$ cat src/rtl/mcu_el2_pkg.sv
// Shared types for the EL2 DCCM blocks.
package mcu_el2_pkg;

    // DCCM init controller states
    typedef enum logic [1:0] {
        DCCM_IDLE  = 2'd0,
        DCCM_INIT  = 2'd1,
        DCCM_LAST  = 2'd2,
        DCCM_READY = 2'd3
    } mcu_el2_dccm_init_state_t;

endpackage

$ cat src/rtl/mcu_el2_dccm_init_ctrl.sv
// DCCM init controller: sweeps every row of all banks with a fixed pattern,
// then hands the SRAM ports to the core as a zero-latency passthrough.
module mcu_el2_dccm_init_ctrl
    import mcu_el2_pkg::*;
#(
    parameter int unsigned          NUM_BANKS = 4,
    parameter int unsigned          ROW_W     = 12,
    parameter int unsigned          DATA_W    = 39,
    parameter int unsigned          ECC_W     = 7,
    parameter logic [DATA_W-1:0]    INIT_DATA = '0,
    parameter logic [ECC_W-1:0]     INIT_ECC  = '0,
    parameter bit                   AUTO_INIT = 1'b1
) (
    input  logic                          clk,
    input  logic                          rst_l,
    input  logic                          init_start,
    input  logic [NUM_BANKS-1:0]          core_clken,
    input  logic [NUM_BANKS-1:0]          core_wren,
    input  logic [NUM_BANKS*ROW_W-1:0]    core_addr,
    input  logic [NUM_BANKS*DATA_W-1:0]   core_wr_data,
    input  logic [NUM_BANKS*ECC_W-1:0]    core_wr_ecc,
    output logic [NUM_BANKS-1:0]          mem_clken,
    output logic [NUM_BANKS-1:0]          mem_wren,
    output logic [NUM_BANKS*ROW_W-1:0]    mem_addr,
    output logic [NUM_BANKS*DATA_W-1:0]   mem_wr_data,
    output logic [NUM_BANKS*ECC_W-1:0]    mem_wr_ecc,
    output logic                          core_stall,
    output logic                          init_busy,
    output logic                          init_done
);

    localparam logic [ROW_W-1:0] ROW_LAST = '1;
    localparam mcu_el2_dccm_init_state_t RST_STATE = AUTO_INIT ? DCCM_INIT : DCCM_IDLE;

    mcu_el2_dccm_init_state_t state;
    mcu_el2_dccm_init_state_t state_nxt;
    logic [ROW_W-1:0]         row_cnt;

    // State register; reset parks directly in the post-reset target state
    always_ff @(posedge clk or negedge rst_l) begin
        if (!rst_l) begin
            state <= RST_STATE;
        end else begin
            state <= state_nxt;
        end
    end

    // Next-state logic; init_start is only honoured outside an active sweep
    always_comb begin
        state_nxt = state;
        case (state)
            DCCM_IDLE:  if (init_start) state_nxt = DCCM_INIT;
            DCCM_INIT:  if (row_cnt == ROW_LAST) state_nxt = DCCM_LAST;
            DCCM_LAST:  state_nxt = DCCM_READY;
            DCCM_READY: if (init_start) state_nxt = DCCM_INIT;
            default:    state_nxt = RST_STATE;
        endcase
    end

    // Row counter: held at zero outside INIT so every sweep starts at row 0
    always_ff @(posedge clk or negedge rst_l) begin
        if (!rst_l) begin
            row_cnt <= '0;
        end else if ((state == DCCM_INIT) && (row_cnt != ROW_LAST)) begin
            row_cnt <= row_cnt + ROW_W'(1);
        end else begin
            row_cnt <= '0;
        end
    end

    // Sticky completion flag, set as LAST hands over to READY
    always_ff @(posedge clk or negedge rst_l) begin
        if (!rst_l) begin
            init_done <= 1'b0;
        end else if (state == DCCM_LAST) begin
            init_done <= 1'b1;
        end
    end

    // Output mux; gated by rst_l so nothing reaches the SRAM while in reset
    always_comb begin
        mem_clken   = '0;
        mem_wren    = '0;
        mem_addr    = '0;
        mem_wr_data = '0;
        mem_wr_ecc  = '0;
        core_stall  = 1'b1;
        init_busy   = 1'b0;
        if (rst_l) begin
            case (state)
                DCCM_IDLE, DCCM_READY: begin
                    mem_clken   = core_clken;
                    mem_wren    = core_wren;
                    mem_addr    = core_addr;
                    mem_wr_data = core_wr_data;
                    mem_wr_ecc  = core_wr_ecc;
                    core_stall  = (state != DCCM_READY);
                end
                DCCM_INIT: begin
                    mem_clken   = '1;
                    mem_wren    = '1;
                    mem_addr    = {NUM_BANKS{row_cnt}};
                    mem_wr_data = {NUM_BANKS{INIT_DATA}};
                    mem_wr_ecc  = {NUM_BANKS{INIT_ECC}};
                    init_busy   = 1'b1;
                end
                DCCM_LAST: begin
                    init_busy   = 1'b1;
                end
                default: begin
                    core_stall  = 1'b1;
                end
            endcase
        end
    end

endmodule

$ cat config.mk
export PLATFORM = sky130hd
export DESIGN_NAME = mcu_el2_dccm_init_ctrl
export DESIGN_NICKNAME = d
export VERILOG_FILES = /design/src/rtl/mcu_el2_pkg.sv /design/src/rtl/mcu_el2_dccm_init_ctrl.sv
export SDC_FILE = /design/constraint.sdc
export NUM_CORES = 1
export LEC_CHECK = 0
export CAP_MARGIN = 20
export CORE_AREA = 8 8 181 183
export CTS_CLUSTER_DIAMETER = 200
export DETAILED_ROUTE_END_ITERATION = 6
export DIE_AREA = 0 0 189 191
export GPL_ROUTABILITY_DRIVEN = 0
export PLACE_DENSITY_LB_ADDON = 0.2
export SKIP_LAST_GASP = 1
export SYNTH_ARGS = -nofsm -noshare
export SYNTH_HDL_FRONTEND = slang
export SYNTH_SLANG_ARGS = --single-unit
$ cat constraint.sdc
create_clock -name clk -period 2.5 [get_ports clk]
set_input_delay 0.5 -clock clk [delete_from_list [all_inputs] [get_ports clk]]
set_output_delay 0.5 -clock clk [all_outputs]
set_load 0.005 [all_outputs]
== Word-level counts from Yosys, hierarchy flattened ==
Cells that the tools add are included.

* Memories kept: 0
* Register bits: 15
* Memory bits (read-only): 0
* Bits in latches: 0
* Memory bits (writable): 0
* Word-level logic and storage cells: 35
* Input bits: 243
* Output and inout bits: 243

* Add/sub/neg operators: 1
* Multiply operators: 0
* Bitwise gates (word level): 0
* Muxes and demuxes: 18
* Order comparisons: 0
* Equal/unequal tests: 8
* Reduce and logical (&&, ||, !) cells: 5
* Shift operators: 0
* Div/mod/pow operators: 0

{| class="wikitable"
|+ Operators by type and width
! cell !! count
|-
| 156-bit two-way mux || 2
|-
| 48-bit one-hot mux with 2 select lines || 1
|-
| 28-bit two-way mux || 2
|-
| 48-bit two-way mux || 1
|-
| 4-bit one-hot mux with 2 select lines || 2
|-
| 12-bit by 1-bit adder with 12-bit output (second input constant) || 1
|-
| 12-bit == test (second input constant) || 1
|-
| 12-bit two-way mux || 1
|-
| 12-bit inequality test (second input constant) || 1
|-
| 4-bit two-way mux || 2
|-
| 2-bit one-hot mux with 3 select lines || 1
|-
| 2-bit == test (second input constant) || 2
|-
| 1-bit two-way mux || 4
|-
| 2-bit two-way mux || 2
|-
| 2-bit inequality test (second input constant) || 2
|-
| 2-bit OR reduction || 2
|-
| 2-bit by 1-bit == test with 1-bit output (second input constant) || 1
|-
| 2-bit logical NOT || 1
|-
| 2-bit by 1-bit inequality test with 1-bit output (second input constant) || 1
|-
| 2-bit AND reduction || 1
|-
| 1-bit logical AND || 1
|}

== Longest topological paths before layout ==
* Depth in word-level cells: 4
* Mapped depth: 8
* Mapped depth without buffers: 6

== Worst setup path after synthesis ==
Ideal clock, no wire load.

* Kind: reg-to-output
* From: register state[0]
* To: output mem_addr[0]
* Arrival time: 1,767 ps
* Buffers on the path: 3
* Setup slack: 233 ps
* Stages on the path, launching flop included: 8
* Cells stage by stage: dfstp_2 -> inv_1 -> ha_1 -> buf_2 -> clkbuf_1 -> buf_1 -> nand2_1 -> a21oi_1

* Cells in the longest elaborated chain, start to end: 4
* Elaborated cells on any way between the ends: 6
* Classes of those cells: eq/ne (2); mux (2); reduce/logical (2)

{| class="wikitable"
|+ Ends and longest elaborated chain
! element !! RTL line !! source
|-
| start: declaration || mcu_el2_dccm_init_ctrl.sv:35 || <nowiki>mcu_el2_dccm_init_state_t state;</nowiki>
|-
| start signal: assignment || mcu_el2_dccm_init_ctrl.sv:44 || <nowiki>state <= state_nxt;</nowiki>
|-
| 2-bit == test or 2-bit logical NOT (tied branches) || mcu_el2_dccm_init_ctrl.sv:90 || <nowiki>case (state)</nowiki>
|-
| 2-bit OR reduction (no source line) || n/a ||
|-
| 48-bit one-hot mux with 2 select lines * || mcu_el2_dccm_init_ctrl.sv:90 ||
|-
| 48-bit two-way mux * || mcu_el2_dccm_init_ctrl.sv:89 || <nowiki>if (rst_l) begin</nowiki>
|-
| end: declaration || mcu_el2_dccm_init_ctrl.sv:24 || <nowiki>output logic [NUM_BANKS*ROW_W-1:0] mem_addr,</nowiki>
|}

Mark *: on every way between the ends. The rest lies on a longest branch, timed or not.

== Final worst setup path ==
* From: register state[0]
* To: output mem_wr_data[75]

* Cells in the longest elaborated chain, start to end: 4
* Elaborated cells on any way between the ends: 5
* Classes of those cells: eq/ne (1); mux (2); reduce/logical (2)

{| class="wikitable"
|+ Ends and longest elaborated chain
! element !! RTL line !! source
|-
| 2-bit == test or 2-bit logical NOT (tied branches) || mcu_el2_dccm_init_ctrl.sv:90 ||
|-
| 2-bit OR reduction (no source line) * || n/a ||
|-
| 156-bit two-way mux * || mcu_el2_dccm_init_ctrl.sv:90 ||
|-
| 156-bit two-way mux * || mcu_el2_dccm_init_ctrl.sv:89 ||
|-
| end: declaration || mcu_el2_dccm_init_ctrl.sv:25 || <nowiki>output logic [NUM_BANKS*DATA_W-1:0] mem_wr_data,</nowiki>
|}

Marked as above.

==> results.cfg <==
[die]
io_pins = 486
initial_core_util_pct = 8.95
dieArea_sq_um = 36100
die_w_um = 189
row_count = 64
die_h_um = 191
core-area_sq_um = 30000

[sta]
fin_crit_sh_pct = 102
tightest_slew_ns = 0.322
fin_tns_setup_ns = -1.26
hold_viol_final = 0
rsz0062_at_grt = true
max_freq_mhz = 392
setup_slack_ns = -0.0480
slew_headroom_pct = 78.5
fin_worst_skew_ns = 0.00251
setup_viol = 67
slew_violations = 0
post-route-min-period_ns = 2.55

[global_routing]
grt_usage_pct = 14.4
gr-total-overflow = 0
grt_max_degree = 84
grt_pass1_wl_um = 39500
antenna_found_initial = 2
grt_pass1_vias = 5478

[run_status]
status = finished with violations
violations = setup timing

[cells_and_area]
nFillCells = 3326
nets = 1181
final_cell_mix = 243 x clkdlybuf4s50_1, 178 x and3_1, 97 x dlygate4sd2_1, 83 x clkbuf_2, 63 x nand2_1
antenna_cells = 0
final_cells = 1328
stdcell_area_sq_um = 8450
layout-drive-gt1-share_pct = 21.7
area_growth_pct = 214
final_common_cell = clkdlybuf4s50_1
fin_util_pct = 28.1

[placement]
dpl_cell_area_sq_um = 8240
hpwl_um = 22600
placed_cells = 1288
io_buffers = 485

[power_and_ir_drop]
p_seq_share_pct = 5.9
power.switching_uw = 2040
pwr-share-clk_pct = 6.1
p_int_uw = 3240
sw_frac_of_total_pct = 38.6
cellLeakagePower_uw = 0.00495
p_comb_share_pct = 88.0
pwr_density_cell_nw_per_um2 = 626
power_uw = 5290
ir_worst_vdd_mv = 0.299

[yosys]
synth_area_sq_um = 2690
yosys.area_share.simple_pct = 59.4
synthAdderAreaFrac_pct = 2.33
synth_top_flop_cell = dfrtp_1
async_reset_ff_share_pct = 100
synth_seq_cells = 15
synth_compound_area_share_pct = 13.3
synth-edff-count = 0
synth_cells = 439
synth_top_family_by_area = simple AND/OR/NAND/NOR gates
synthesis.nets = 687
ys.warnings.count = 0
ys_types = 33
synthMuxAreaShare_pct = 0
yosysSeqAreaShare_pct = 14.0
synth_xor_area_share_pct = 2.28
syn_area_per_cell_sq_um = 6.12

[worst_setup_path]
critPathRequiredTime_ns = 2.00
crit_type = reg2out
cp_max_fo = 12
crit_arrival_ns = 2.05
end_kind = primary output
r2r_cells = 11
start_kind = register

[routing]
first_iter_violations = 204
vias_per_cell = 3.97
routed-via-count = 5266
wirelength_um = 28500
drc = 0
wire_per_inst_um = 21.4
dr.pass1.iters = 5
ant_nets = 0

[clocking]
tritoncts = yes
cts_max_level = 1
cts_max_path_buffers = 2
clock_sinks = 15
numCtsBuffers = 3
path_clk_slew_ns = 0.05
hold_buffers = 0
root_buffer = clkbuf_16
clk_latency_ns = 0.25

[hold_path]
hold_path.class = in2async

[job]
maxCapViolations = 0
[critical path, cell delays in order (launching register included)]
cell and delay (ns):
dfstp_2 0.53, inv_2 0.05, ha_4 0.26, buf_12 0.13
buf_12 0.13, buf_4 0.15, buf_16 0.14, and3_1 0.14
dlygate4sd2_1 0.26
[final timing paths]
kind,slack (ns),from,end
worst min register to register,0.49,init_done,init_done
worst max register to register,0.60,state[0],state[0]
max in group asynchronous,1.82,rst_l,row_cnt[5]
min in group clk,0.49,init_done,init_done
worst min-delay path,0.27,rst_l,row_cnt[10]
worst max-delay path,-0.05,state[0],mem_wr_data[75]
[metrics by stage]
| stage | worst slack [ns] | hold WS, ns |
|---|---|---|
| after floorplan | 0.233 | 0.204 |
| after global placement | -0.00150 | 0.469 |
| after detailed placement | -0.0281 | 0.473 |
| after CTS | -0.237 | 0.268 |
| after global routing | -0.0894 | 0.284 |
| final | -0.0480 | 0.268 |
[layer usage]
| layer | vias to the layer above | routed length, um | track usage [%] |
|---|---|---|---|
| met1 | 2440 | 10700 | 16.0 |
| met5 | - | 0 | 0 |
| met3 | 16 | 2970 | 5.20 |
| met4 | 0 | 154 | 0.812 |
| li1 | 2526 | - | - |
| met2 | 284 | 14700 | 27.2 |
[power by group through the flow]
stage | Combinational, uW | Clock (uW) | Sequential, uW
after floorplan | 1260 | 0 | 305
after global placement | 4000 | 0 | 317
after detailed placement | 3970 | 0 | 318
after CTS | 4500 | 326 | 315
after global routing | 5010 | 340 | 319
final | 4650 | 320 | 313
[cells in the mapped netlist, types with 2 or more instances]
| cell | n | area share (%) |
|---|---|---|
| inv_1 | 6 | 0.84 |
| a21oi_1 | 57 | 11 |
| nor3_1 | 3 | 0.56 |
| nand3_1 | 3 | 0.56 |
| dfrtp_1 | 14 | 13 |
| nand2_1 | 63 | 8.8 |
| o21ai_0 | 3 | 0.56 |
| clkbuf_1 | 50 | 7.0 |
| ha_1 | 5 | 2.3 |
| nand4_1 | 2 | 0.47 |
| and3_1 | 185 | 43 |
| xnor2_1 | 5 | 1.6 |
| buf_1 | 5 | 0.70 |
| xor2_1 | 2 | 0.65 |
| nor2_1 | 16 | 2.2 |
| and2_1 | 3 | 0.70 |
[cell type report]
cell class,count,area [sq um],area share (%)
inverter,6,22.5,0.267
tap,396,495,5.87
clock buffer,4,78.8,0.933
timing repair buffer,545,5290,62.7
sequential,15,377,4.46
multi-input combinational,362,2180,25.8
[flip-flops by register name, indices dropped and copies added (netlist names)]
| signal | flops |
|---|---|
| init_done | 1 |
| state | 2 |
| row_cnt | 12 |
[timing repair]
item	4_1_cts	5_1_grt
gates resized for setup	291	229
pin swaps	2	9
setup endpoints to repair	241	152
setup buffers	17	7
gates cloned	8	4
[cell families (layout without fill, tap and decap cells)]
logic type,after synthesis,after routing
DFF,15,15
and+or+nand+nor,285,285
buffers and inverters,62,555
xor gates and xnor gates,7,7
adders and majority gates,5,5
AOI/OAI and AO/OA,65,65
Note: power is estimated with default switching activity, not from simulation.
